### src/rtl/cpu_types_pkg.sv
// Shared types for the cache/RAM path: RAM handshake states and arbiter grant bookkeeping.
package cpu_types_pkg;

    typedef enum logic [1:0] {FREE, BUSY, ACCESS, ERROR} ramstate_t;
    typedef enum logic [1:0] {IDLE, IGRANT, DGRANT} arb_state_t;
    typedef enum logic {ICACHE, DCACHE} requester_t;

    // On contention the side that was not served last goes first.
    function automatic arb_state_t pick_grant(input logic ireq, input logic dreq,
                                              input requester_t last);
        if (ireq && dreq) return (last == ICACHE) ? DGRANT : IGRANT;
        if (dreq)         return DGRANT;
        if (ireq)         return IGRANT;
        return IDLE;
    endfunction

endpackage

### src/rtl/arb_timeout_counter.sv
// Counts grant cycles spent waiting on RAM; expire flags the last cycle before abort.
module arb_timeout_counter #(
    parameter int TIMEOUT = 64
) (
    input  logic CLK,
    input  logic RST,
    input  logic clear,
    input  logic enable,
    output logic expire
);
    localparam int W = (TIMEOUT > 1) ? $clog2(TIMEOUT) : 1;

    logic [W-1:0] cnt_q, cnt_d;

    always_comb begin
        cnt_d = cnt_q;
        if (clear)       cnt_d = '0;
        else if (enable) cnt_d = cnt_q + 1'b1;
    end

    always_ff @(posedge CLK) begin
        if (RST) cnt_q <= '0;
        else     cnt_q <= cnt_d;
    end

    assign expire = (cnt_q == W'(TIMEOUT - 1));

endmodule

### src/rtl/mem_arbiter.sv
// Round-robin arbiter putting icache reads and dcache reads/writes onto one RAM port,
// with per-access timeout and sticky capture of the first failing address.
module mem_arbiter
    import cpu_types_pkg::*;
#(
    parameter int                ADDR_W   = 32,
    parameter int                DATA_W   = 32,
    parameter int                TIMEOUT  = 64,
    parameter logic [DATA_W-1:0] ERR_WORD = 32'hBAD1BAD1
) (
    input  logic              CLK,
    input  logic              RST,
    input  logic              iREN,
    input  logic [ADDR_W-1:0] iaddr,
    output logic              iwait,
    output logic [DATA_W-1:0] iload,
    input  logic              dREN,
    input  logic              dWEN,
    input  logic [ADDR_W-1:0] daddr,
    input  logic [DATA_W-1:0] dstore,
    output logic              dwait,
    output logic [DATA_W-1:0] dload,
    output logic              ramREN,
    output logic              ramWEN,
    output logic [ADDR_W-1:0] ramaddr,
    output logic [DATA_W-1:0] ramstore,
    input  logic [DATA_W-1:0] ramload,
    input  logic [1:0]        ramstate,
    output logic              err,
    output logic [ADDR_W-1:0] err_addr
);
    arb_state_t        state_q, state_d;
    requester_t        last_q, last_d;
    logic              err_q, err_d;
    logic [ADDR_W-1:0] err_addr_q, err_addr_d;

    ramstate_t         rs;
    logic              dreq, act, hit, done, bad, abort, expire;
    logic [ADDR_W-1:0] cur_addr;
    logic [DATA_W-1:0] word;

    arb_timeout_counter #(.TIMEOUT(TIMEOUT)) u_tmo (
        .CLK    (CLK),
        .RST    (RST),
        .clear  (!act || done),
        .enable (act && !done),
        .expire (expire)
    );

    always_comb begin
        rs       = ramstate_t'(ramstate);
        dreq     = dREN || dWEN;
        // A grant only counts as live while its owner keeps requesting.
        act      = ((state_q == IGRANT) && iREN) || ((state_q == DGRANT) && dreq);
        hit      = (rs == ACCESS);
        abort    = act && expire && !hit;
        done     = act && (hit || (rs == ERROR) || expire);
        bad      = done && !hit;
        word     = hit ? ramload : ERR_WORD;
        cur_addr = (state_q == DGRANT) ? daddr : iaddr;

        iwait    = 1'b1;
        iload    = '0;
        dwait    = 1'b1;
        dload    = '0;
        ramREN   = 1'b0;
        ramWEN   = 1'b0;
        ramaddr  = '0;
        ramstore = '0;
        state_d  = state_q;

        case (state_q)
            IGRANT: begin
                ramREN  = iREN;
                ramaddr = iaddr;
                if (done) begin
                    iwait = 1'b0;
                    iload = word;
                end
            end
            DGRANT: begin
                ramaddr = daddr;
                ramWEN  = dWEN;
                ramREN  = dREN && !dWEN;
                if (dWEN) ramstore = dstore;
                if (done) begin
                    dwait = 1'b0;
                    dload = word;
                end
            end
            default: ;
        endcase

        if (state_q == IDLE)     state_d = pick_grant(iREN, dreq, last_q);
        else if (!act || abort)  state_d = IDLE;

        last_d     = last_q;
        if (done) last_d = (state_q == DGRANT) ? DCACHE : ICACHE;
        err_d      = err_q || bad;
        err_addr_d = (bad && !err_q) ? cur_addr : err_addr_q;
    end

    always_ff @(posedge CLK) begin
        if (RST) begin
            state_q    <= IDLE;
            last_q     <= ICACHE;
            err_q      <= 1'b0;
            err_addr_q <= '0;
        end else begin
            state_q    <= state_d;
            last_q     <= last_d;
            err_q      <= err_d;
            err_addr_q <= err_addr_d;
        end
    end

    assign err      = err_q;
    assign err_addr = err_addr_q;

endmodule

### config.mk
export PLATFORM = sky130hd
export DESIGN_NAME = mem_arbiter
export DESIGN_NICKNAME = d
export VERILOG_FILES = /design/src/rtl/cpu_types_pkg.sv /design/src/rtl/arb_timeout_counter.sv /design/src/rtl/mem_arbiter.sv
export SDC_FILE = /design/constraint.sdc
export NUM_CORES = 1
export LEC_CHECK = 0
export BUFFER_PORTS_ARGS = -buffer_cell sky130_fd_sc_hd__buf_2
export CAP_MARGIN = 10
export CORE_AREA = 2 2 118 120
export DETAILED_ROUTE_END_ITERATION = 8
export DIE_AREA = 0 0 120 122
export SLEW_MARGIN = 40
export SYNTH_ARGS = -nofsm -noshare
export SYNTH_HDL_FRONTEND = slang
export SYNTH_SLANG_ARGS = --single-unit
### constraint.sdc
create_clock -name CLK -period 1.95 [get_ports CLK]
set_input_delay 0.195 -clock CLK [delete_from_list [all_inputs] [get_ports CLK]]
set_output_delay 0.195 -clock CLK [all_outputs]
set_load 0.01 [all_outputs]
==> impl_metrics.ini, run 1 <==
[outcome]
status = finished clean

[floorplan]
rows = 43
core_um2 = 13500
dieArea_um2 = 14600
start_util = 0.243
ioPinCount = 300
fp.dieW_um = 120
die_h_um = 122

[global_routing]
grt_overflow_total = 0
antenna_found_initial = 1
grt_max_degree = 37
grt_pass1_vias = 3882
groute.usage.overall = 0.187
grt_pass1_wl_um = 21500

[sta]
period_needed_ps = 1910
slew_headroom = 0.717
max_slew.worst_pin.slew_ps = 424
fin_tns_setup_ps = 0
setup_viol = 0
rsz0062_at_grt = true
layout_setup_ws_ps = 45.0
whs_ps = 189
fin_skew_ps = 5.31
finalHoldViolCount = 0
max_freq_ghz = 0.525
finalMaxSlewViolations = 0
fin_crit_sh = 0.977

[route]
wl_met1_um = 6370
drt_first_iter_violations = 186
wl_met3_um = 1230
wirelength_um = 14800
drc_errors = 0
detail-route-antenna-nets = 0
highest_layer = met4
first_pass_iters = 4
dr_wl_met2_um = 7130
avgRoutedWirePerCell_um = 16.4
viasPerCell = 4.63
vias = 4171

[placed_design]
dp.final_hpwl_um = 11600
dp_cells = 888
gp_congestion = 0.764
port-buffer-count = 299
dpl_worst_slack_ps = 117

[critical_path]
cp.arrival_ps = 1710
r2r_slack_ps = 110
cpMostUsedCell = nand2_1
crit_type = register to primary output
r2r_start = u_tmo.cnt_q[0]
startpoint = state_q[1]
crit_slowest_cell = dfxtp_2
worstSetupEndpointType = primary output
slowest_delay_ps = 340
critPathMaxFanout = 14
critPathCapture = dload[5]
cp_cell_sequence = inv_1 -> ha_4 -> nand2_1 -> buf_4 -> nand2_1 -> nand3b_1 -> buf_6 -> nor2_1 -> buf_2
r2r-end = err_addr[28]
critPathLaunchType = register
crit_required_ps = 1750
reg2reg_depth = 7

[yosys]
syn_area_um2 = 3280
syn_inst = 431
syn_avg_cell_area_um2 = 7.62
synth_nets = 570
yosys.cell_types.count = 36
yosysWarnings = 0
ys_seq_area_frac = 0.256
ys_ff_latch = 42

[power_and_ir_drop]
vdd_drop_max_v = 0.000366
power_density_nw_per_um2 = 531
power.total_mw = 2.79
power.leakage_nw = 2.78

[final_layout]
final_cells = 901
layout_common_cells = buf_2, nor2_1, dfxtp_1
layout_commonest_cell = buf_2
area_delta_synth_final_pct = 59.9
layout.nets = 858
layout-drive-gt1-share = 0.497

[cts]
clock-sinks = 42
clk_latency_ps = 280
ctsLongestPathBuffers = 2
h-tree-depth = 2
numCtsBuffers = 5
hold_buffers = 0
clock-root-buffer = clkbuf_16
clk_pin_slew_ps = 60
cts_tree = yes

[flow_run]
cap_violations = 0

[hold_path]
hold_path_startpoint = iREN
min_path_type = input pin to register
-- worst min-delay path by stage --
stage | to | slack (ps) | cells after the start
after floorplan | state_q[0] | 330 | 2
after global placement | u_tmo.cnt_q[0] | 420 | 1
after detailed placement | u_tmo.cnt_q[0] | 430 | 1
after CTS | state_q[0] | 200 | 3
after global routing | state_q[0] | 210 | 3
final | state_q[0] | 190 | 3
-- per-layer routing --
layer  GRT usage  vias to the layer above
li1            -                     2092
met1       0.241                     1909
met2       0.315                      168
met3      0.0557                        2
met4      0.0243                        0
met5           0                        -
-- synth_stat cells --
cell type | count | share of area
nand3_1 | 2 | 0.0030
a211oi_1 | 22 | 0.050
a2111oi_2 | 1 | 0.0046
mux2i_1 | 32 | 0.098
nand3_2 | 1 | 0.0030
and2_1 | 4 | 0.0076
nand3_4 | 1 | 0.0053
buf_6 | 4 | 0.014
xor2_1 | 2 | 0.0053
o2bb2ai_1 | 2 | 0.0053
xnor2_1 | 2 | 0.0053
inv_1 | 4 | 0.0046
a211oi_2 | 10 | 0.038
o21bai_1 | 1 | 0.0023
or3_1 | 1 | 0.0019
o21ai_2 | 1 | 0.0027
nand2b_1 | 2 | 0.0038
ha_1 | 4 | 0.015
nand3b_1 | 2 | 0.0046
buf_2 | 9 | 0.014
a21oi_1 | 33 | 0.050
clkbuf_8 | 4 | 0.017
nand2_1 | 23 | 0.026
nor2_1 | 91 | 0.10
a21oi_2 | 1 | 0.0027
nor2b_1 | 33 | 0.063
buf_8 | 2 | 0.0091
dfxtp_1 | 42 | 0.26
clkbuf_1 | 24 | 0.027
a22oi_1 | 32 | 0.073
and3_1 | 33 | 0.063
nor4_1 | 1 | 0.0019
o21ai_0 | 2 | 0.0030
o31ai_4 | 1 | 0.0065
a211o_1 | 1 | 0.0027
buf_12 | 1 | 0.0061
-- final cells by class --
cell class	count	area, µm²
Clock inverter	3	43.8
Tap cell	180	225
Antenna cell	1	2.50
Fill cell	1459	8250
Clock buffer	5	125
Inverter	4	15.0
Multi-Input combinational cell	341	2200
Timing Repair Buffer	325	1790
Sequential cell	42	843
-- report_power, final --
part / internal [mW] / total (mW) / switching [mW]
clock network: 0.606 / 0.946 / 0.340
registers: 0.893 / 0.914 / 0.0208
logic: 0.422 / 0.927 / 0.505
total: 1.92 / 2.79 / 0.866
-- metrics by stage --
step / utilization / cell area (µm²)
floorplan: - / 3280
global route: 0.389 / 5250
finish: 0.389 / 5250
detailed placement: 0.368 / 4970
CTS: 0.385 / 5190
global placement: 0.368 / 4970
-- cells by family after synthesis --
group,Yosys count,synth area share
compound gates,107,0.242
xor+xnor,4,0.0107
fa+ha+maj,4,0.0152
buf+inv,48,0.0915
flops,42,0.256
mux,32,0.0976
simple gates,194,0.287
-- state kept, by name (all words and copies together) (netlist names) --
| register | count |
|---|---|
| err_addr | 32 |
| u_tmo.cnt_q | 6 |
| state_q | 2 |
| err | 1 |
| last_q | 1 |
-- worst max-delay path, delay by kind of cell, from the launching register on --
| family | cells | cell delay (ps) |
|---|---|---|
| adders and majority gates | 1 | 170 |
| buffers and inverters | 4 | 590 |
| DFF | 1 | 340 |
| and+or+nand+nor | 4 | 320 |
-- what timing repair did --
item                       in CTS  in global routing
pin swaps                       0                  1
hold endpoints to repair        0                  0
gates cloned                    1                  0
setup buffers                   1                  2
setup endpoints to repair      52                 81
resized for setup               5                 11
No activity file was read; power rests on OpenSTA's default activity.
==> inputs of run 2 (changes only) <==
CORE_AREA = 4 4 113 115   (was 2 2 118 120)
DIE_AREA = 0 0 117 119   (was 0 0 120 122)
==> run 2 against run 1 <==
Against the previous run: core utilization rose by 5.2 points; combinational power down 1%; clock skew up 4.5 ps; clock power decreased by 13%; register-to-register slack better by 220 ps; count of clock-buffer cells in the layout grew 2; critical path type unchanged; largest cell class unchanged; largest power group is now combinational logic.
==> impl_metrics.ini, run 2 (synthesis results as in run 1) <==
[critical_path]
cp_cell_sequence = inv_2 -> ha_4 -> o21ai_2 -> nand2_2 -> nand3_2 -> buf_4 -> nor2_1 -> buf_2
crit_required_ps = 1750
critPathMaxFanout = 10
cp.arrival_ps = 1660
slowest_delay_ps = 370
r2r_start = u_tmo.cnt_q[0]
reg2reg_depth = 6
cp_top_family = buffers and inverters
worstSetupEndpointType = primary output
path_depth = 8
cp_num_buf_inv = 3
r2r_slack_ps = 330
critPathCapture = dload[11]
startpoint = state_q[0]
r2r-end = err_addr[28]
critPathLaunchType = register
crit_slowest_cell = dfxtp_2
crit_type = register to primary output

[final_layout]
multi_input_area_um2 = 2240
seq_area_um2 = 848
area_delta_synth_final_pct = 58.7
final_cells = 867
layout.nets = 858
largest_reg_flops = 32
layout_commonest_cell = buf_2
num_antenna_cells = 0
layout_common_cells = buf_2, nor2_1, dfxtp_1
fillers = 1185
layout-drive-gt1-share = 0.514

[cts]
clock-sinks = 42
cts_tree = yes
clk_latency_ps = 280
numCtsBuffers = 5
hold_buffers = 0
clk_pin_slew_ps = 60
ctsLongestPathBuffers = 2
h-tree-depth = 2
clock-root-buffer = clkbuf_16

[sta]
fin_crit_sh = 0.949
setup_viol = 0
finalMaxSlewViolations = 0
max_slew.worst_pin.slew_ps = 388
max_freq_ghz = 0.540
period_needed_ps = 1850
finalHoldViolCount = 0
fin_skew_ps = 9.76
slew_headroom = 0.741
whs_ps = 185
rsz0062_at_grt = false

[floorplan]
rows = 40
ioPinCount = 300
start_util = 0.278
dieArea_um2 = 13900
core_um2 = 11800
fp.dieW_um = 117
die_h_um = 119

[route]
vias = 4263
wirelength_um = 14100
avgRoutedWirePerCell_um = 16.3
first_pass_iters = 5
detail-route-antenna-nets = 0
viasPerCell = 4.92
drc_errors = 0
drt_first_iter_violations = 191

[flow_run]
cap_violations = 0

[outcome]
status = finished clean

[power_and_ir_drop]
vdd_drop_max_v = 0.000334
power.leakage_nw = 2.76
power_density_nw_per_um2 = 510

[global_routing]
grt_pass1_wl_um = 20500
groute.usage.overall = 0.184
grt_max_degree = 60
grt_pass1_vias = 4047
grt_overflow_total = 0
antenna_found_initial = 0

[hold_path]
min_path_type = input pin to register

[placed_design]
port-buffer-count = 299
dp.final_hpwl_um = 11400
gp_congestion = 0.969
dp_cells = 855
[run 2: cell count changes in the layout (fill, tap and decap cells not counted), moves of 2 or more]
cell	previous run	this run
a22oi_1	32	30
nor2_1	91	84
nor2_2	0	7
dfxtp_1	40	38
a22oi_2	0	2
[run 2: worst min-delay path by stage]
| stage | depth (start not counted) | endpoint | slack [ps] | start |
|---|---|---|---|---|
| floorplan | 2 | state_q[0] | 330 | iREN |
| global placement | 1 | u_tmo.cnt_q[0] | 420 | u_tmo.cnt_q[0] |
| detailed placement | 1 | u_tmo.cnt_q[0] | 430 | u_tmo.cnt_q[0] |
| CTS | 3 | state_q[0] | 180 | iREN |
| global route | 3 | state_q[0] | 200 | iREN |
| finish | 3 | state_q[0] | 190 | iREN |
[run 2: layout make-up]
type	instances	area share
multi-input cells	341	0.429
repair buffers	325	0.341
flip-flops and latches	42	0.163
well taps	147	0.0353
clock buffers	7	0.0274
inverters	4	0.00336
clock inverters	1	0.000960
[run 2: report_power, final]
part | leakage, nW | switching, mW | internal (mW) | total (mW)
clock | 0.0739 | 0.319 | 0.508 | 0.827
sequential | 0.343 | 0.0219 | 0.893 | 0.915
combinational | 2.35 | 0.496 | 0.420 | 0.916
total | 2.76 | 0.837 | 1.82 | 2.66
[run 2: per-stage QoR]
step           worst slack, ps  instance area, µm²   util  TNS [ps]  power [mW]
2_1_floorplan              241                3280      -         0        1.43
3_3_place_gp               233                4900  0.415         0        1.79
3_5_place_dp               171                4900  0.415         0        1.81
4_1_cts                  -23.2                5070  0.430     -91.0        2.65
5_1_grt                   2.10                5210  0.441         0        2.81
6_report                  99.8                5210  0.441         0        2.66
[run 2: routing by layer]
layer / GRT usage / up-vias / share of wire
met5: 0 / - / 0
met4: 0.0674 / 0 / 0.035
met3: 0.0401 / 26 / 0.083
met2: 0.330 / 207 / 0.51
met1: 0.208 / 1940 / 0.38
li1: - / 2090 / -
[run 2: worst min-delay path, stage by stage]
cell and delay, ps:
buf_2 130, nand2_1 60, o2bb2ai_1 50
[run 2: what timing repair did]
| action | CTS | global route |
|---|---|---|
| gates cloned | 0 | 3 |
| pin swaps | 0 | 3 |
| setup buffers | 0 | 1 |
| endpoints found under the setup margin | 61 | 115 |
| resized for setup | 8 | 28 |
